$ cat src/rtl/spart_pkg.sv
// SPART bus responder shared types and register map.
// Imported by the responder top and its RX FIFO.
package spart_pkg;

  typedef enum logic [1:0] {
    IDLE,
    TX_SEND,
    RX_WAIT,
    ACK
  } spart_resp_state_t;

  localparam logic [31:0] SPART_BASE     = 32'h4000_001C;
  localparam logic [31:0] SPART_TX_OFS   = 32'd0;
  localparam logic [31:0] SPART_RX_OFS   = 32'd1;
  localparam logic [31:0] SPART_STAT_OFS = 32'd2;
  localparam logic [31:0] SPART_NUM_REGS = 32'd3;

  localparam int STAT_RXNE_BIT  = 0;
  localparam int STAT_TXRDY_BIT = 1;
  localparam int STAT_OVF_BIT   = 2;

  function automatic logic [31:0] spart_status(
    input logic ovf,
    input logic txr,
    input logic rxne
  );
    logic [31:0] s;
    s = '0;
    s[STAT_OVF_BIT]   = ovf;
    s[STAT_TXRDY_BIT] = txr;
    s[STAT_RXNE_BIT]  = rxne;
    return s;
  endfunction

endpackage

$ cat src/rtl/spart_rx_fifo.sv
// Byte FIFO between the UART deserializer and bus reads.
// A push into a full FIFO is dropped unless a pop frees a slot.
module spart_rx_fifo
  import spart_pkg::*;
#(
  parameter int DEPTH = 4
) (
  input  logic       clk,
  input  logic       rst,
  input  logic       push,
  input  logic [7:0] din,
  input  logic       pop,
  output logic [7:0] dout,
  output logic       empty,
  output logic       full,
  output logic       drop
);

  localparam int AW = $clog2(DEPTH);
  localparam logic [AW:0] FULL_CNT = (AW + 1)'(DEPTH);

  logic [7:0]    mem_q [DEPTH];
  logic [AW-1:0] wr_q, wr_d;
  logic [AW-1:0] rd_q, rd_d;
  logic [AW:0]   cnt_q, cnt_d;
  logic          do_push;
  logic          do_pop;

  assign empty   = (cnt_q == '0);
  assign full    = (cnt_q == FULL_CNT);
  assign do_pop  = pop & ~empty;
  assign do_push = push & (~full | do_pop);
  assign drop    = push & full & ~do_pop;
  assign dout    = mem_q[rd_q];

  always_comb begin
    wr_d  = wr_q;
    rd_d  = rd_q;
    cnt_d = cnt_q;
    if (do_push) begin
      wr_d = wr_q + 1'b1;
    end
    if (do_pop) begin
      rd_d = rd_q + 1'b1;
    end
    unique case ({do_push, do_pop})
      2'b10:   cnt_d = cnt_q + 1'b1;
      2'b01:   cnt_d = cnt_q - 1'b1;
      default: cnt_d = cnt_q;
    endcase
  end

  always_ff @(posedge clk) begin
    if (rst) begin
      wr_q  <= '0;
      rd_q  <= '0;
      cnt_q <= '0;
    end else begin
      wr_q  <= wr_d;
      rd_q  <= rd_d;
      cnt_q <= cnt_d;
    end
  end

  always_ff @(posedge clk) begin
    if (do_push) begin
      mem_q[wr_q] <= din;
    end
  end

endmodule

$ cat src/rtl/spart_bus_responder.sv
// SPART target on the write/read/addr/data/ack bus.
// TX bytes go out via valid/ready; RX bytes come back through a FIFO.
module spart_bus_responder
  import spart_pkg::*;
#(
  parameter logic [31:0] BASE_ADDR = SPART_BASE,
  parameter int          RX_DEPTH  = 4
) (
  input  logic        clk,
  input  logic        rst,
  input  logic        write_i,
  input  logic        read_i,
  input  logic [31:0] addr_i,
  input  logic [31:0] data_i,
  output logic [31:0] data_o,
  output logic        ack_o,
  output logic [7:0]  tx_data,
  output logic        tx_valid,
  input  logic        tx_ready,
  input  logic [7:0]  rx_data,
  input  logic        rx_valid,
  output logic        rx_overflow
);

  spart_resp_state_t state_q, state_d;

  logic [31:0] data_q, data_d;
  logic [7:0]  txd_q, txd_d;
  logic        ovf_q, ovf_d;
  logic [31:0] ofs;
  logic        hit;
  logic        is_tx;
  logic        is_rx;
  logic        is_stat;
  logic        pop;
  logic        ovf_clr;
  logic [7:0]  fifo_dout;
  logic        fifo_empty;
  logic        fifo_full;
  logic        fifo_drop;
  logic        unused_hi;

  assign unused_hi = ^data_i[31:8];

  // Offset compare covers BASE..BASE+2 without a second comparator.
  assign ofs     = addr_i - BASE_ADDR;
  assign hit     = (write_i | read_i) & (ofs < SPART_NUM_REGS);
  assign is_tx   = (ofs == SPART_TX_OFS);
  assign is_rx   = (ofs == SPART_RX_OFS);
  assign is_stat = (ofs == SPART_STAT_OFS);

  spart_rx_fifo #(
    .DEPTH(RX_DEPTH)
  ) u_rx_fifo (
    .clk  (clk),
    .rst  (rst),
    .push (rx_valid),
    .din  (rx_data),
    .pop  (pop),
    .dout (fifo_dout),
    .empty(fifo_empty),
    .full (fifo_full),
    .drop (fifo_drop)
  );

  always_comb begin
    state_d = state_q;
    data_d  = data_q;
    txd_d   = txd_q;
    pop     = 1'b0;
    ovf_clr = 1'b0;
    unique case (state_q)
      IDLE: begin
        if (hit && write_i) begin
          if (is_tx) begin
            txd_d   = data_i[7:0];
            state_d = TX_SEND;
          end else begin
            state_d = ACK;
          end
        end else if (hit) begin
          unique case (1'b1)
            is_tx: begin
              data_d  = '0;
              state_d = ACK;
            end
            is_rx: begin
              if (!fifo_empty) begin
                pop     = 1'b1;
                data_d  = {24'h0, fifo_dout};
                state_d = ACK;
              end else begin
                state_d = RX_WAIT;
              end
            end
            is_stat: begin
              data_d  = spart_status(ovf_q, tx_ready,
                                     ~fifo_empty);
              ovf_clr = 1'b1;
              state_d = ACK;
            end
            default: state_d = IDLE;
          endcase
        end
      end
      TX_SEND: begin
        if (tx_ready) begin
          state_d = ACK;
        end
      end
      RX_WAIT: begin
        if (!fifo_empty) begin
          pop     = 1'b1;
          data_d  = {24'h0, fifo_dout};
          state_d = ACK;
        end
      end
      ACK: state_d = IDLE;
      default: state_d = IDLE;
    endcase
  end

  // A drop in the same cycle as a status read keeps the flag set.
  assign ovf_d = (ovf_q & ~ovf_clr) | fifo_drop;

  always_ff @(posedge clk) begin
    if (rst) begin
      state_q <= IDLE;
      data_q  <= '0;
      txd_q   <= '0;
      ovf_q   <= 1'b0;
    end else begin
      state_q <= state_d;
      data_q  <= data_d;
      txd_q   <= txd_d;
      ovf_q   <= ovf_d;
    end
  end

  assign ack_o       = (state_q == ACK);
  assign tx_valid    = (state_q == TX_SEND);
  assign tx_data     = txd_q;
  assign data_o      = data_q;
  assign rx_overflow = ovf_q;

endmodule

$ cat config.mk
export PLATFORM = sky130hd
export DESIGN_NAME = spart_bus_responder
export DESIGN_NICKNAME = d
export VERILOG_FILES = /design/src/rtl/spart_pkg.sv /design/src/rtl/spart_rx_fifo.sv /design/src/rtl/spart_bus_responder.sv
export SDC_FILE = /design/constraint.sdc
export NUM_CORES = 1
export LEC_CHECK = 0
export ABC_AREA = 1
export CAP_MARGIN = 15
export CORE_MARGIN = 5
export CORE_UTILIZATION = 49
export CTS_CLUSTER_SIZE = 24
export DETAILED_ROUTE_END_ITERATION = 8
export GPL_TIMING_DRIVEN = 0
export PLACE_DENSITY = 0.82
export SLEW_MARGIN = 40
export SYNTH_ARGS = -nofsm -noshare
export SYNTH_HDL_FRONTEND = slang
export SYNTH_SLANG_ARGS = --single-unit
export TNS_END_PERCENT = 5
$ cat constraint.sdc
create_clock -name clk -period 3.8 [get_ports clk]
set_clock_uncertainty 0.15 [all_clocks]
set_input_delay 0.76 -clock clk [delete_from_list [all_inputs] [get_ports clk]]
set_output_delay 0.76 -clock clk [all_outputs]
set_load 0.02 [all_outputs]
== Word-level counts from Yosys, hierarchy flattened ==
Memory sizes are Yosys's and may differ from the RTL's. A register that Yosys moved wholly into a read port is not among the register bits.
Cells that the tools add are included.

* Register bits: 50
* RAM bits: 32
* Bits of input ports: 78
* Output and inout port bits: 43
* Logic and storage cells: 78
* Memories: 1

* Add/sub/neg operators: 5
* Order comparisons: 1
* Equality and inequality tests: 14
* Muxes and demuxes: 27
* Bitwise operators: 13
* Reductions and logical operators: 10

{| class="wikitable"
|+ Memory list
! memory !! words !! width !! read ports !! clocked after Yosys merged registers in !! wr ports !! line !! RTL
|-
| u_rx_fifo.mem_q || 4 || 8 || 1 || 1 || 1 || spart_rx_fifo.sv:22 || <nowiki>logic [7:0] mem_q [DEPTH];</nowiki>
|}

{| class="wikitable"
|+ Operator list
! operator !! number
|-
| 32-bit 2-to-1 mux || 3
|-
| 32-bit case mux with 3 select lines || 1
|-
| 32-bit case mux with 2 select lines || 1
|-
| 32-bit by 1-bit == test with 1-bit output (second input constant) || 1
|-
| 32-bit by 2-bit == test with 1-bit output (second input constant) || 1
|-
| 32-bit logical NOT || 1
|-
| 32-bit by 2-bit less-than comparator with 1-bit output (second input constant) || 1
|-
| 32-bit by 31-bit subtractor with 32-bit output (second input constant) || 1
|-
| 2-bit 2-to-1 mux || 7
|-
| 1-bit 2-to-1 mux || 11
|-
| 2-bit case mux with 4 select lines || 1
|-
| 1-bit bitwise AND || 6
|-
| 2-bit == test (second input constant) || 3
|-
| 2-bit != test (second input constant) || 3
|-
| 3-bit case mux with 2 select lines || 1
|-
| 3-bit AND reduction || 2
|-
| 2-bit by 1-bit adder with 2-bit output (second input constant) || 2
|-
| 2-bit by 1-bit == test with 1-bit output (second input constant) || 2
|-
| 4-bit != test (second input constant) || 1
|-
| 1-bit inverter || 4
|-
| 2-bit case mux with 2 select lines || 1
|-
| 4-bit AND reduction || 1
|-
| 2-bit nonzero test || 2
|-
| 3-bit by 1-bit adder with 3-bit output (second input constant) || 1
|-
| 10 further kinds || 12
|}

== Logic depth before layout (Yosys ltp) ==
* Depth in word-level cells: 11
* Mapped depth: 24

== Hierarchy ==
A second synthesis with hierarchy kept.

* Cells, all modules: 679
* Area, all modules: 4785.8 µm²

{| class="wikitable"
|+ Modules (own cells, without submodules)
! module !! times used !! cells an instance !! area each (µm²)
|-
| spart_bus_responder || 1 || 527 || 3071.7
|-
| spart_rx_fifo || 1 || 152 || 1714.1
|}

== Worst setup path before layout ==
OpenSTA, ideal clock, no wires.

* Kind: input to register
* Start point: in addr_i[5]
* End point: reg u_rx_fifo.cnt_q[2]
* Setup time: 0.122 ns
* Data arrival time: 3.270 ns
* Path slack: 0.258 ns
* Cell stages on the path: 20
* Path buffers: 0
* Path through: nor2_1 nand3_2 nor2_1 nand2_1 xor2_1 nand4_1 nor2_2 nand3_1 nor2_1 nand2_1 nand2_1 nand2_1 inv_1 ha_1 inv_1 fa_1 a21oi_1 o21ai_0 o21ai_0 a21oi_1

* Word-level cells in the longest chain between the ends: 11
* Elaborated cells between the ends (all ways): 16
* Classes of those cells: add/sub (1); order compare (1); eq/ne (3); mux (5); bitwise (4); reduce/logical (2)

{| class="wikitable"
|+ Ends and longest elaborated chain
! what !! line !! RTL
|-
| from (decl) || spart_bus_responder.sv:13 || <nowiki>input logic [31:0] addr_i,</nowiki>
|-
| 32-bit by 31-bit subtractor with 32-bit output (*) || spart_bus_responder.sv:46 || <nowiki>assign ofs = addr_i - BASE_ADDR;</nowiki>
|-
| 32-bit by 2-bit less-than comparator with 1-bit output or 32-bit by 1-bit == test with 1-bit output (tied branches) || spart_bus_responder.sv:47, spart_bus_responder.sv:49 ||
|-
| 1-bit bitwise AND or 1-bit 2-to-1 mux (tied branches) || spart_bus_responder.sv:47, spart_bus_responder.sv:82 ||
|-
| 1-bit 2-to-1 mux or 1-bit logical AND (tied branches) || spart_bus_responder.sv:81, spart_bus_responder.sv:74 ||
|-
| 1-bit 2-to-1 mux (*) || spart_bus_responder.sv:74 || <nowiki>if (hit && write_i) begin</nowiki>
|-
| 1-bit case mux with 2 select lines (*) || spart_bus_responder.sv:72 || <nowiki>unique case (state_q)</nowiki>
|-
| 1-bit bitwise AND (*) || spart_rx_fifo.sv:31 || <nowiki>assign do_pop = pop & ~empty;</nowiki>
|-
| net u_rx_fifo.do_pop || spart_rx_fifo.sv:27 || <nowiki>logic do_pop;</nowiki>
|-
| 1-bit bitwise OR || spart_rx_fifo.sv:32 || <nowiki>assign do_push = push & (~full | do_pop);</nowiki>
|-
| 1-bit bitwise AND || spart_rx_fifo.sv:32 ||
|-
| 2-bit by 1-bit == test with 1-bit output or 2-bit == test (tied branches) || spart_rx_fifo.sv:46 || <nowiki>unique case ({do_push, do_pop})</nowiki>
|-
| 3-bit case mux with 2 select lines or 2-bit nonzero test (tied branches) || n/a ||
|-
| to (signal assigned) || spart_rx_fifo.sv:61 || <nowiki>cnt_q <= cnt_d;</nowiki>
|-
| to (decl) || spart_rx_fifo.sv:25 || <nowiki>logic [AW:0] cnt_q, cnt_d;</nowiki>
|}

The timed path passes the listed nets; every way through them passes the cells marked *.
A chain may end at the register's enable or synchronous reset.

== Worst setup path in the final report ==
* Start point: in addr_i[7]
* End point: reg u_rx_fifo.cnt_q[2]

The elaborated chain is that of the path after synthesis.

==> results.py <==
metrics = {
    "run_status": {
        "status": "complete, no violations",
    },
    "worst_setup_path": {
        "critPathMostFrequentCell": "nand2_2",
        "reg2reg_to": "rx_overflow",
        "critical-path-top-delay-family": "simple AND/OR/NAND/NOR gates",
        "worstSetupEndpointType": "flip-flop",
        "crit_end": "u_rx_fifo.cnt_q[2]",
        "slowest_delay_ns": 0.37,
        "slowest_stage": "fa_2",
        "worst-r2r-setup-slack_ns": 0.88,
        "worst-path-buf-inv": 6,
        "cp_max_fo": 4,
        "worst-path-stages": 26,
        "required_ns": 3.88,
        "regToRegStartpoint": "state_q[0]",
        "critPathKind": "input port to flip-flop",
        "ff2ff_path_depth": 20,
        "crit_path_start_kind": "input port",
        "critPathLaunch": "addr_i[7]",
        "critPathArrivalTime_ns": 3.77,
    },
    "routing": {
        "wl_um": 12600,
        "drt_pass1_iterations": 5,
        "wl_per_cell_um": 13.5,
        "vias": 4656,
        "via_per_inst": 4.99,
        "drt_iter0_drc": 299,
        "ant_nets": 0,
        "drc": 0,
    },
    "finish": {
        "final_cell_mix": "161 x nand2_1, 107 x inv_1, 93 x nor2_1",
        "layout.nets": 887,
        "syn2layout_area_growth_pct": 38.3,
        "drive_gt1_frac": 0.189,
        "n_antenna_cell": 0,
        "final_common_cell": "nand2_1",
        "final_cell_area_mm2": 0.00639,
    },
    "floorplan": {
        "dieArea_mm2": 0.0115,
        "rows": 35,
        "io_pins": 121,
        "die_w_um": 107,
        "die_height_um": 107,
        "start_util": 0.500,
        "core_mm2": 0.00924,
    },
    "global_route": {
        "grt_pass1_wl_um": 19700,
        "grt_usage": 0.213,
        "grt_pass1_vias": 4245,
        "grt_overflow": 0,
        "antenna_found_initial": 0,
        "grt_max_degree": 16,
    },
    "power_and_ir_drop": {
        "power_uw": 2360,
        "leakage_uw": 0.00289,
        "vdd_ir_drop_max_mv": 0.247,
        "powerDensity_mw_per_mm2": 369,
    },
    "clock_tree": {
        "clock_sinks": 84,
        "cts_root_buf": "clkbuf_8",
        "htreeDepth": 3,
        "clockBufferDepth": 2,
        "clk_latency_ns": 0.34,
        "cts_hold_buf": 0,
        "cts_buffers": 9,
        "cts_tree": "done",
        "clk_pin_slew_ns": 0.08,
    },
    "timing": {
        "fmax_mhz": 271,
        "fin_crit_ns": 3.70,
        "drv_slew": 0,
        "timing_hold_violations_final": 0,
        "whs_ns": 0.343,
        "period_share": 0.972,
        "tightest_slew_ns": 0.814,
        "setup_viol": 0,
        "slew_headroom": 0.455,
        "setup_tns_ns": 0,
    },
    "logic_synthesis": {
        "ys_top_cells_by_area": "dfxtp_1 23%, edfxtp_1 21%, nand2_1 15%",
        "synth_cells": 667,
        "avgSynthCellArea_um2": 6.93,
        "syn-num-nets": 755,
        "ys_ff_latch": 84,
        "yosysSeqAreaShare": 0.433,
        "synth.largest_area_cell": "dfxtp_1",
        "syn-cell-area_mm2": 0.00462,
        "yosys_warnings": 0,
        "synth_top_area_frac": 0.225,
        "ys_types": 35,
    },
    "place": {
        "gp_congestion": 0.925,
        "post_dp_cell_area_mm2": 0.00573,
        "place_hpwl_um": 9080,
        "port_buffers": 95,
    },
    "hold_path": {
        "hp-class": "flip-flop to flip-flop",
    },
    "flow_run": {
        "cap_violations": 0,
    },
}
==> worst min-delay path, stage by stage (launching register included) <==
cell and delay, ns:
dfxtp_1 0.33, nor2_1 0.05, nor2_1 0.08
==> cell type report <==
class / instances / area (um^2)
Multi-Input combinational cell: 455 / 2430
Inverter: 113 / 424
Sequential cell: 84 / 2000
Clock inverter: 6 / 47.5
Buffer: 15 / 82.6
Timing Repair Buffer: 121 / 1120
Tap cell: 129 / 161
Fill cell: 723 / 2850
Clock buffer: 10 / 128
==> cell usage after synthesis, drive strengths merged <==
cell type,number
nand2,184
nor2,140
inv,112
dfxtp,52
nand3,34
edfxtp,32
o21ai,26
a21oi,25
clkbuf,9
ha,9
nand4,9
a32oi,8
buf,6
nand3b,4
o211ai,4
xor2,4
nor3,3
and2,1
clkinv,1
fa,1
nor4,1
o21bai,1
o22ai,1
==> timing repair <==
| item | in CTS | in global routing |
|---|---|---|
| buffers inserted | 18 | 8 |
| pin swaps | 25 | 33 |
| endpoints found under the setup margin | 34 | 35 |
| resized for setup | 58 | 88 |
| endpoints found under the hold margin | 0 | 0 |
==> stage by stage <==
step	setup slack, ns	util	std cells
final	0.105	0.692	933
after global routing	-0.0739	0.692	933
after detailed placement	-0.733	0.621	891
after CTS	0.00450	0.667	925
after floorplan	0.258	-	667
after global placement	-0.646	0.621	891
==> sequential cells by signal, summed over array words and instances (netlist names), named ones only <==
name and flops:
data_o 32, rx_overflow 1, state_q 2, u_rx_fifo.rd_q 2
u_rx_fifo.cnt_q 3, u_rx_fifo.mem_q 32, u_rx_fifo.wr_q 2, tx_data 8
==> layer usage <==
layer / part of all wire / global-route usage / vias up / routed length, um
li1: - / - / 2338 / -
met1: 0.42 / 0.271 / 2135 / 5250
met2: 0.48 / 0.363 / 167 / 6110
met3: 0.086 / 0.0566 / 16 / 1080
met4: 0.013 / 0.0447 / 0 / 161
met5: 0 / 0 / - / 0
==> cell families (layout without fill, tap and decap cells) <==
family	count (synthesis)	in the layout	synth area share
adders and majority gates	10	10	0.0287
AOI/OAI and AO/OA	65	65	0.0826
buffers and inverters	128	265	0.110
and+or+nand+nor	376	376	0.338
xor gates and xnor gates	4	4	0.00758
DFF	84	84	0.433
==> power breakdown <==
part	total, uW	switching, uW	internal [uW]
Clock	565	321	243
Sequential	1030	32.5	999
Combinational	763	476	287
Total	2360	829	1530
==> worst min path at each step <==
stage                        from                 end  slack (ns)  cells past startpoint
2_1_floorplan  u_rx_fifo.cnt_q[2]  u_rx_fifo.cnt_q[2]        0.31                      2
3_3_place_gp           tx_data[0]          tx_data[0]        0.31                      2
3_5_place_dp           tx_data[5]          tx_data[5]        0.33                      2
4_1_cts                tx_data[7]          tx_data[7]        0.35                      2
5_1_grt               rx_overflow         rx_overflow        0.36                      2
6_report               tx_data[3]          tx_data[3]        0.34                      2
No activity file was read; power rests on OpenSTA's default activity.
